<file path="config.mk">
export PLATFORM = sky130hd
export DESIGN_NAME = branch_redirect_ctrl
export DESIGN_NICKNAME = d
export VERILOG_FILES = /design/src/rtl/branch_pkg.sv /design/src/rtl/branch_cond_decode.sv /design/src/rtl/branch_redirect_ctrl.sv
export SDC_FILE = /design/constraint.sdc
export NUM_CORES = 1
export LEC_CHECK = 0
export CORE_ASPECT_RATIO = 0.8
export CORE_MARGIN = 8
export CORE_UTILIZATION = 46
export CTS_BUF_LIST = sky130_fd_sc_hd__clkbuf_16
export DETAILED_ROUTE_END_ITERATION = 8
export PLACE_DENSITY = 0.83
export SLEW_MARGIN = 20
export SYNTH_ARGS = -nofsm -noshare
export SYNTH_HDL_FRONTEND = slang
export SYNTH_SLANG_ARGS = --single-unit
</file>
<file path="constraint.sdc">
create_clock -name clk -period 4.1 [get_ports clk]
set_input_delay 0.82 -clock clk [delete_from_list [all_inputs] [get_ports clk]]
set_output_delay 0.82 -clock clk [all_outputs]
set_load 0.01 [all_outputs]
</file>
<file path="src/rtl/branch_pkg.sv">
// Shared branch-unit definitions: B-type condition codes and the redirect FSM state type.
package branch_pkg;

  localparam logic [2:0] F3_BEQ  = 3'b000;
  localparam logic [2:0] F3_BNE  = 3'b001;
  localparam logic [2:0] F3_BLT  = 3'b100;
  localparam logic [2:0] F3_BGE  = 3'b101;
  localparam logic [2:0] F3_BLTU = 3'b110;
  localparam logic [2:0] F3_BGEU = 3'b111;

  typedef enum logic {RUN, FLUSH} br_state_e;

endpackage

</file>
<file path="src/rtl/branch_cond_decode.sv">
// Maps funct3 plus comparator flags to a taken decision; 010/011 are reserved encodings.
module branch_cond_decode
  import branch_pkg::*;
(
  input  logic [2:0] funct3,
  input  logic       br_less,
  input  logic       br_equal,
  output logic       taken,
  output logic       illegal
);

  always_comb begin
    taken   = 1'b0;
    illegal = 1'b0;
    case (funct3)
      F3_BEQ:  taken = br_equal;
      F3_BNE:  taken = ~br_equal;
      F3_BLT:  taken = br_less;
      F3_BGE:  taken = ~br_less;
      F3_BLTU: taken = br_less;
      F3_BGEU: taken = ~br_less;
      default: illegal = 1'b1;
    endcase
  end

endmodule

</file>
<file path="src/rtl/branch_redirect_ctrl.sv">
// EX-stage branch resolution: registered PC redirect, front-end flush window, branch statistics.
module branch_redirect_ctrl
  import branch_pkg::*;
#(
  parameter int WIDTH        = 32,
  parameter int FLUSH_CYCLES = 2,
  parameter int CNT_W        = 16
) (
  input  logic             clk,
  input  logic             rst_n,
  input  logic             ex_valid,
  input  logic             stall,
  input  logic             is_branch,
  input  logic             is_jal,
  input  logic             is_jalr,
  input  logic [2:0]       funct3,
  input  logic [WIDTH-1:0] pc,
  input  logic [WIDTH-1:0] imm,
  input  logic [WIDTH-1:0] rs1_data,
  input  logic             br_less,
  input  logic             br_equal,
  output logic             br_unsigned,
  output logic             pc_sel,
  output logic [WIDTH-1:0] pc_target,
  output logic             flush,
  output logic             illegal_br,
  output logic             misaligned,
  output logic [CNT_W-1:0] branch_cnt,
  output logic [CNT_W-1:0] taken_cnt
);

  localparam logic [2:0] FLUSH_INIT = 3'(FLUSH_CYCLES - 1);

  br_state_e  state_q, state_d;
  logic [2:0] cnt_q, cnt_d;

  logic             dec_taken, dec_illegal;
  logic             jump, evaluate, redirect;
  logic [WIDTH-1:0] pc_sum, jalr_sum, target_raw, target;

  assign br_unsigned = funct3[1];

  branch_cond_decode u_dec (
    .funct3   (funct3),
    .br_less  (br_less),
    .br_equal (br_equal),
    .taken    (dec_taken),
    .illegal  (dec_illegal)
  );

  assign jump     = is_jal | is_jalr;
  assign evaluate = ex_valid & ~stall & (state_q == RUN) & (is_branch | jump);
  assign redirect = evaluate & (jump | (is_branch & dec_taken));

  // JALR clears bit 0 of its sum; bit 1 is left alone so misalignment stays visible.
  assign pc_sum     = pc + imm;
  assign jalr_sum   = rs1_data + imm;
  assign target_raw = is_jalr ? jalr_sum : pc_sum;
  assign target     = {target_raw[WIDTH-1:1], target_raw[0] & ~is_jalr};

  always_ff @(posedge clk) begin
    if (!rst_n) begin
      state_q <= RUN;
      cnt_q   <= '0;
    end else begin
      state_q <= state_d;
      cnt_q   <= cnt_d;
    end
  end

  always_comb begin
    state_d = state_q;
    cnt_d   = cnt_q;
    flush   = 1'b0;
    case (state_q)
      RUN: begin
        if (redirect) begin
          state_d = FLUSH;
          cnt_d   = FLUSH_INIT;
        end
      end
      FLUSH: begin
        flush = 1'b1;
        if (!stall) begin
          if (cnt_q == 3'd0) state_d = RUN;
          else               cnt_d   = cnt_q - 3'd1;
        end
      end
      default: state_d = RUN;
    endcase
  end

  // Pulses re-evaluate every cycle; pc_target holds its last redirect value.
  always_ff @(posedge clk) begin
    if (!rst_n) begin
      pc_sel     <= 1'b0;
      pc_target  <= '0;
      illegal_br <= 1'b0;
      misaligned <= 1'b0;
      branch_cnt <= '0;
      taken_cnt  <= '0;
    end else begin
      pc_sel     <= redirect;
      illegal_br <= evaluate & is_branch & ~jump & dec_illegal;
      misaligned <= redirect & (target[1:0] != 2'b00);
      if (redirect) pc_target <= target;
      if (evaluate && branch_cnt != '1) branch_cnt <= branch_cnt + CNT_W'(1);
      if (redirect && taken_cnt != '1)  taken_cnt  <= taken_cnt + CNT_W'(1);
    end
  end

endmodule

</file>
==> metrics, run 1 <==
WS Path Type input pin to flop; Die X 133 µm; Boundary Pins 177; number of synthesized flops with an enable pin 0; synthesized instance count 624; via/cell ratio 5.77; Ant. Diodes 0; Startpoint Class input pin; Initial Utilization 0.467; Yosys Warn Count 0; Mapped Area 5030 µm²; Slew @ Worst Pin between 0.6 and 0.7 ns; Max FO, Critical Path 4; # setup viols final 0; busiest grt layer met2; CTS tree built; Avg WL per Cell 18.2 µm; router iterations before antenna repair 5; pin count of the biggest net entering global routing 49; Rows 34; clock-pin slew on the worst setup and hold paths 0.06 ns; layout cells sized above 1 0.0869; Yosys cell types 65; met3 usage 0.0721; asr flop ratio synth 0; Tot Pwr roughly 2300 µW; Die Footprint 14600 µm²; Critical Path AT 3.99 ns; Place WS 0.0805 ns; GP Congestion 0.911; setup ws final 0.360 ns; DPL Wire Length 13.7 mm; Pleak 0.00273 µW; Layout fillers 906; max-slew violations 0; via count approximately 5400; Slew headroom 0.545; dominant synthesized flop cell dfxtp_1; P&R area growth vs syn 43.8%; M1 GR Usage 0.275; placed cell area ~6900 µm²; fin crit share 0.912; Hold WC Path Type flop to flop; fmax 267 MHz; Synth top cells by count dfxtp_1, nand2_1, nor2_1, a21oi_1, ha_1; cts hold-fix bufs 0; minimum clock period between 3 and 4 ns; Syn Area/Cell 8.06 µm²; # Post-CTS Setup Buffers 0; Layout Skew approximately 0.0057 ns; Hold Violations, Final 0; cell taking the most area after synthesis dfxtp_1; vias in the first global route 5527; Final #Nets 934; gr ovfl total 0; antenna viol nets, final 0; DRT iter0 DRCs 319; Max Cap Violations 0; Synth top area share 0.283; largest cells by area after synthesis dfxtp_1, ha_1, mux2_2, a21oi_1, nand2_1; Core ar. 10800 µm²; flop and latch count out of synthesis 71; worst-case clock buffer depth 2; initial antenna violation count 0; Setup crit end kind flop; routing usage on met2 0.403; outcome completed; Post-route DRC 0; Seq/Total Area, Yosys 0.283; root buf cell clkbuf_16; IO Port Bufs 176; unrepaired setup endpoints after global routing no; DRT Wirelength 17.1 mm; hold slack 0.448 ns; post-CTS sizing 0; Synthesized Nets 768; CTS Buf Count 9; VDD IR max 253 µV; # clock sinks 71; WP data required 4.35 ns; GR Util All Layers 0.230; top-count cell post-synth dfxtp_1; CTS HTree Levels 3; Skew-Pair Late Insertion Delay 0.34 ns; chip height 110 µm; global-route wire length before repair 27.4 mm; power per cell area approximately 310 nW/µm²; Setup TNS 0 ns; fin area between 7000 and 8000 µm²
state kept, by name (all words and copies together) (netlist names):
register,cells
branch_cnt,16
taken_cnt,16
cnt_q,3
pc_target,32
illegal_br,1
pc_sel,1
misaligned,1
state_q,1
worst paths after layout:
kind | startpoint | endpoint | slack (ns) | depth (start not counted)
max reg2reg | state_q | taken_cnt[8] | 1.90 | 6
min reg2reg | pc_target[3] | pc_target[3] | 0.45 | 2
max | pc[0] | pc_target[26] | 0.36 | 12
min | pc_target[3] | pc_target[3] | 0.45 | 2
final cells by class:
class | count | area, µm² | area share
multi-input combinational | 507 | 3430 | 0.475
clock inverter | 6 | 85.1 | 0.0118
sequential | 71 | 1420 | 0.197
tap | 144 | 180 | 0.0249
timing repair buffer | 182 | 1810 | 0.251
clock buffer | 9 | 225 | 0.0311
inverter | 19 | 71.3 | 0.00986
power breakdown:
part	internal (µW)	switching, µW
Clock	527	293
Sequential	719	19.8
Combinational	336	360
Total	1580	673
logic make-up (layout without fill, tap and decap cells):
family	count (synthesis)	in the layout	share of synthesized area
DFF	71	71	0.283
adders and majority gates	36	36	0.0910
muxes	34	34	0.0754
buffers and inverters	46	216	0.0358
and+or+nand+nor	221	221	0.215
xor gates and xnor gates	49	49	0.0853
AOI/OAI and AO/OA	167	167	0.215
metrics by stage:
step,utilization,std cells
after CTS,0.672,938
after detailed placement,0.643,923
after global routing,0.672,938
after global placement,0.643,923
final,0.672,938
after floorplan,-,624
critical path: stages:
cell and delay [ns]:
clkdlybuf4s50_1 0.45, mux2_2 0.14, ha_1 0.20, inv_1 0.07
fa_1 0.39, nand2b_1 0.22, a211oi_1 0.40, o21ai_0 0.22
a2111oi_1 0.48, o21ai_0 0.18, and3b_1 0.21, o31ai_1 0.21
cell usage in the layout (no fill, tap or decap), types with 3 or more instances in the layout:
cell	Yosys	routed
a22o_1	3	3
a21oi_1	55	55
inv_1	18	18
nand3_1	26	26
o21ai_1	4	4
clkdlybuf4s50_1	0	175
nand4_1	17	17
o21a_1	7	7
a211oi_1	8	8
a21o_1	9	9
and4_1	4	4
clkbuf_16	0	9
mux2i_1	3	3
mux2_2	31	31
o31ai_1	5	5
a21boi_0	3	3
buf_4	1	5
nor2_1	59	59
and2_1	3	3
or3_1	5	5
xor2_1	27	27
o21bai_1	4	4
o21ai_0	33	33
nand3b_1	3	3
o211ai_1	7	7
nor3_1	11	11
nand2_1	65	65
nand2b_1	9	9
dfxtp_1	71	71
ha_1	35	35
xnor2_1	22	22
routing by layer:
metal,vias up,wire (µm),share of wire
met1,2574,7180,0.42
met4,0,244,0.014
met2,223,8230,0.48
met5,-,0,0
met3,25,1420,0.083
li1,2586,-,-
No activity file was read; power rests on OpenSTA's default activity.
==> run 2, diff against run 1 <==
--- a/config.mk
+++ b/config.mk
@@ -7,10 +7,10 @@
 export LEC_CHECK = 0
 export CORE_ASPECT_RATIO = 0.8
 export CORE_MARGIN = 8
-export CORE_UTILIZATION = 46
+export CORE_UTILIZATION = 30
 export CTS_BUF_LIST = sky130_fd_sc_hd__clkbuf_16
 export DETAILED_ROUTE_END_ITERATION = 8
-export PLACE_DENSITY = 0.83
+export PLACE_DENSITY = 0.58
 export SLEW_MARGIN = 20
 export SYNTH_ARGS = -nofsm -noshare
 export SYNTH_HDL_FRONTEND = slang
==> run 2 against run 1 <==
Via count is 3.6% lower. Final cell count is 8.3% higher. Sequential power hardly changed. Worst setup slack worse by 0.16 ns.
==> metrics, run 2 (synthesis results as in run 1) <==
combinational share of power 0.301; WS Path Type input pin to flop; cts hold-fix bufs 0; final cell count without fillers 1016; kind of cell adding the most delay to the critical path compound AO/OA/AOI/OAI gates; layout cells sized above 1 0.0892; Final #Nets ~940; Die X 161 µm; Clock power frac 0.374; antenna viol nets, final 0; Layout Skew ~0.0057 ns; Initial Utilization 0.305; Reg2Reg Launch Point state_q; IO Port Bufs 176; # Post-CTS Setup Buffers 0; clock-pin slew on the worst setup and hold paths roughly 0.060 ns; chip height 132 µm; Pleak 0.00274 µW; minimum clock period 3.90 ns; CP max stage delay 0.54 ns; CP Cell Sequence clkdlybuf4s50_1 -> mux2_2 -> ha_1 -> inv_1 -> fa_1 -> nand2b_1 -> a211oi_1 -> o21ai_0 -> a2111oi_1 -> o21ai_0 -> and3b_1 -> o31ai_1; Skew-Pair Late Insertion Delay 0.33 ns; worst-case clock buffer depth 2; gr ovfl total 0; Critical Path AT ~4.1 ns; Sw Pwr 691 µW; GP Congestion roughly 0.86; max-slew violations 0; Startpoint Class input pin; Die Footprint 21200 µm²; root buf cell clkbuf_16; Slew headroom 0.555; vias in the first global route 5440; Layout fillers 1645; DRT iter0 DRCs 230; Max Cap Violations 0; Hold Violations, Final 0; initial antenna violation count 0; Max FO, Critical Path 4; Int Pwr between 1500 and 2000 µW; FF-to-FF path depth 6; Seq pwr share 0.325; Rows 42; number of cells on the critical path 12; R2R Setup Slk 1.92 ns; Post-route DRC 0; via/cell ratio just over 5; fmax 257 MHz; crit path to pc_target[26]; Most flops, register pc_target; Ant. Diodes 0; Tot Pwr approximately 2300 µW; Setup TNS 0 ns; Crit path top cell by count o21ai_0; global-route wire length before repair 28.1 mm; DRT Wirelength 17.2 mm; DPL Wire Length 13.8 mm; hold slack between 0.4 and 0.5 ns; router iterations before antenna repair 4; CTS Buf Count 9; Buf+Inv Stages, Crit Path 2; P&R area growth vs syn 46.1%; max FFs per register 32; power per cell area 310 nW/µm²; VDD IR max 174 µV; CP max stage cell a2111oi_1; Inst Count DP 1000; Hold WC Path Type flop to flop; Setup crit end kind flop; Core ar. 16500 µm²; # clock sinks 71; pin count of the biggest net entering global routing 35; Worst setup startpoint rs1_data[0]; outcome completed; Sw Ratio 0.303; unrepaired setup endpoints after global routing no; most common cell after layout, fill and taps aside clkdlybuf4s50_1; commonest cells after routing, fill and taps aside clkdlybuf4s50_1, dfxtp_1, nand2_1; post-CTS sizing 0; CTS HTree Levels 3; via count 5213; WP data required 4.35 ns; Worst R2R End taken_cnt[8]; Avg WL per Cell 16.9 µm; Slew @ Worst Pin 0.664 ns; GR Util All Layers 0.160; CTS tree built; fin crit share 0.950; Boundary Pins ~180; Largest regs pc_target x32, branch_cnt x16, taken_cnt x16; # setup viols final 0
-- run 2: worst min path at each step --
stage,from,end,cells after the start
after floorplan,pc_target[10],pc_target[10],2
after global placement,pc_target[14],pc_target[14],2
after detailed placement,pc_target[3],pc_target[3],2
after CTS,pc_target[3],pc_target[3],2
after global routing,pc_target[9],pc_target[9],2
final,pc_target[7],pc_target[7],2
-- run 2: tightest hold or removal path, cell delays in order (launching register included) --
cell and delay [ns]:
dfxtp_1 0.31, nand2_1 0.06, a21oi_1 0.05
-- run 2: area by class of cell --
| class | count | area [µm²] | area share |
|---|---|---|---|
| clock buffer | 9 | 225 | 0.0307 |
| multi-input combinational | 507 | 3430 | 0.467 |
| sequential | 71 | 1420 | 0.193 |
| clock inverter | 7 | 97.6 | 0.0133 |
| inverter | 19 | 71.3 | 0.00971 |
| timing repair buffer | 183 | 1820 | 0.248 |
| tap | 220 | 275 | 0.0375 |
-- run 2: metrics by stage --
step / utilization / setup WS (ns) / area [µm²]
finish: 0.445 / 0.203 / 7350
global placement: 0.426 / 0.0205 / 7020
global route: 0.445 / 0.108 / 7350
detailed placement: 0.426 / -0.00279 / 7020
CTS: 0.445 / 0.317 / 7350
floorplan: - / 0.300 / 5030
-- run 2: power by group through the flow --
| stage | clock network, µW | logic [µW] | registers [µW] |
|---|---|---|---|
| after CTS | 873 | 688 | 740 |
| final | 853 | 687 | 740 |
| after detailed placement | 0 | 684 | 755 |
| after global placement | 0 | 680 | 755 |
| after global routing | 905 | 752 | 743 |
| after floorplan | 0 | 392 | 762 |
-- run 2: metal layers --
metal	share of wire	routed length (µm)	vias up	track usage
li1	-	-	2607	-
met1	0.47	8100	2443	0.209
met2	0.46	7920	153	0.258
met3	0.058	988	10	0.0387
met4	0.010	174	0	0.0416
met5	0	0	-	0
==> run 3, diff against run 2 <==
--- a/config.mk
+++ b/config.mk
@@ -9,7 +9,9 @@
 export CORE_MARGIN = 8
 export CORE_UTILIZATION = 30
 export CTS_BUF_LIST = sky130_fd_sc_hd__clkbuf_16
+export CTS_CLUSTER_DIAMETER = 60
 export DETAILED_ROUTE_END_ITERATION = 8
+export MAX_ROUTING_LAYER = met4
 export PLACE_DENSITY = 0.58
 export SLEW_MARGIN = 20
 export SYNTH_ARGS = -nofsm -noshare
==> run 3 against run 2 <==
Core utilization decreased by 0.28 points. Sequential power about the same. Critical path type unchanged. Critical endpoint is now pc_target[31]. Critical path depth decreased by 1. Die area unchanged. Combinational power about the same.
==> metrics, run 3 (synthesis results as in run 1) <==
outcome completed; CTS HTree Levels 3; chip height 132 µm; router iterations before antenna repair 5; Setup TNS 0 ns; Largest regs pc_target x32, branch_cnt x16, taken_cnt x16; global-route wire length before repair 28.1 mm; DPL Wire Length 13.9 mm; # setup viols final 0; layout cells sized above 1 0.0917; CP max stage cell a211oi_1; Hold Violations, Final 0; Slew @ Worst Pin between 0.6 and 0.7 ns; M1 GR Usage 0.211; met3 usage 0.0350; pin count of the biggest net entering global routing 35; initial antenna violation count 0; worst-case clock buffer depth 2; Setup crit end kind flop; unrepaired setup endpoints after global routing no; power per cell area ~300 nW/µm²; busiest grt layer met2; Pleak 0.00271 µW; WS Path Type input pin to flop; max-slew violations 0; fmax ~270 MHz; Slew headroom 0.555; commonest cells after routing, fill and taps aside clkdlybuf4s50_1, dfxtp_1, nand2_1; Layout fillers about 1700; Max Cap Violations 0; Initial Utilization 0.305; CP max stage delay 0.61 ns; DRT Wirelength 17.2 mm; max FFs per register 32; P&R area growth vs syn 45.1%; Hold WC Path Type flop to flop; GR Util All Layers 0.165; Boundary Pins ~180; CTS Buf Count 9; Die Footprint roughly 21000 µm²; routing usage on met2 0.260; Ant. Diodes 0; Post-route DRC 0; Core ar. 16500 µm²; Startpoint Class input pin; DRT iter0 DRCs 242; # clock sinks 71; Layout Skew 0.00559 ns; via count 5263; via/cell ratio between 5 and 6; Final #Nets 936; Critical Path AT 3.88 ns; GP Congestion 0.867; IO Port Bufs between 150 and 200; Avg WL per Cell 17.0 µm; CP Cell Sequence buf_2 -> buf_12 -> mux2_2 -> ha_1 -> nand4_1 -> nor3_1 -> a311oi_1 -> a211oi_1 -> o22ai_1 -> xnor2_1 -> a22o_1; most common cell after layout, fill and taps aside clkdlybuf4s50_1; Most flops, register pc_target; Max FO, Critical Path 20; vias in the first global route between 5000 and 6000; antenna viol nets, final 0; VDD IR max 146 µV; hold slack 0.449 ns; root buf cell clkbuf_16; clock-pin slew on the worst setup and hold paths 0.06 ns; gr ovfl total 0; Skew-Pair Late Insertion Delay between 0.3 and 0.4 ns; fin crit share 0.891; CTS tree built; minimum clock period roughly 3.7 ns; Die X 161 µm; WP data required 4.32 ns; Rows 42
-- run 3: changes by cell type in the layout (fill, tap and decap cells not counted), sizes merged --
| cell | before | now |
|---|---|---|
| bufinv | 2 | 0 |
| clkinv | 2 | 4 |
| inv | 21 | 19 |
| buf | 8 | 9 |
| clkinvlp | 1 | 2 |
-- run 3: area by class of cell --
class	instances	area [µm²]	area share
Sequential cell	71	1420	0.195
Clock inverter	6	38.8	0.00531
Multi-Input combinational cell	507	3440	0.471
Tap cell	220	275	0.0377
Clock buffer	9	225	0.0308
Timing Repair Buffer	184	1830	0.251
Inverter	19	71.3	0.00977
-- run 3: report_power, final --
| group | internal (µW) | switching (µW) | leakage, µW |
|---|---|---|---|
| combinational | 336 | 353 | 0.00201 |
| sequential | 719 | 20.9 | 0.000576 |
| clock | 403 | 299 | 0.000127 |
-- run 3: timing repair --
| action | 4_1_cts | 5_1_grt |
|---|---|---|
| hold buffers | 0 | 0 |
| endpoints found under the setup margin | 0 | 2 |
| resized for setup | 0 | 1 |
| setup buffers | 0 | 0 |
-- run 3: worst max-delay path, delay by kind of cell --
kind,cells,cell delay (ns)
buf+inv,2,0.50
compound gates,4,1.19
simple gates,2,0.41
fa+ha+maj,1,0.41
mux,1,0.35
xor+xnor,1,0.18
-- run 3: worst paths after layout --
kind	startpoint	end	slack [ns]	cells past startpoint
setup / recovery	is_jalr	pc_target[31]	0.45	11
hold / removal	pc_target[7]	pc_target[7]	0.45	2
hold reg to reg	pc_target[7]	pc_target[7]	0.45	2
setup reg to reg	state_q	taken_cnt[8]	1.95	6
-- run 3: metal layers --
| metal | vias up | wire length, µm |
|---|---|---|
| li1 | 2593 | - |
| met2 | 182 | 7950 |
| met3 | 22 | 926 |
| met5 | - | 0 |
| met1 | 2466 | 8100 |
| met4 | 0 | 267 |
-- run 3: through the flow --
stage,total power [µW],std cells,instance area (µm²),util,worst slack (ns)
final,2130,1016,7300,0.442,0.447
after global placement,1440,1001,7030,0.426,-0.00250
after global routing,2260,1016,7300,0.442,0.234
after CTS,2150,1016,7300,0.442,0.360
after floorplan,1150,624,5030,-,0.300
after detailed placement,1440,1001,7030,0.426,0.0114
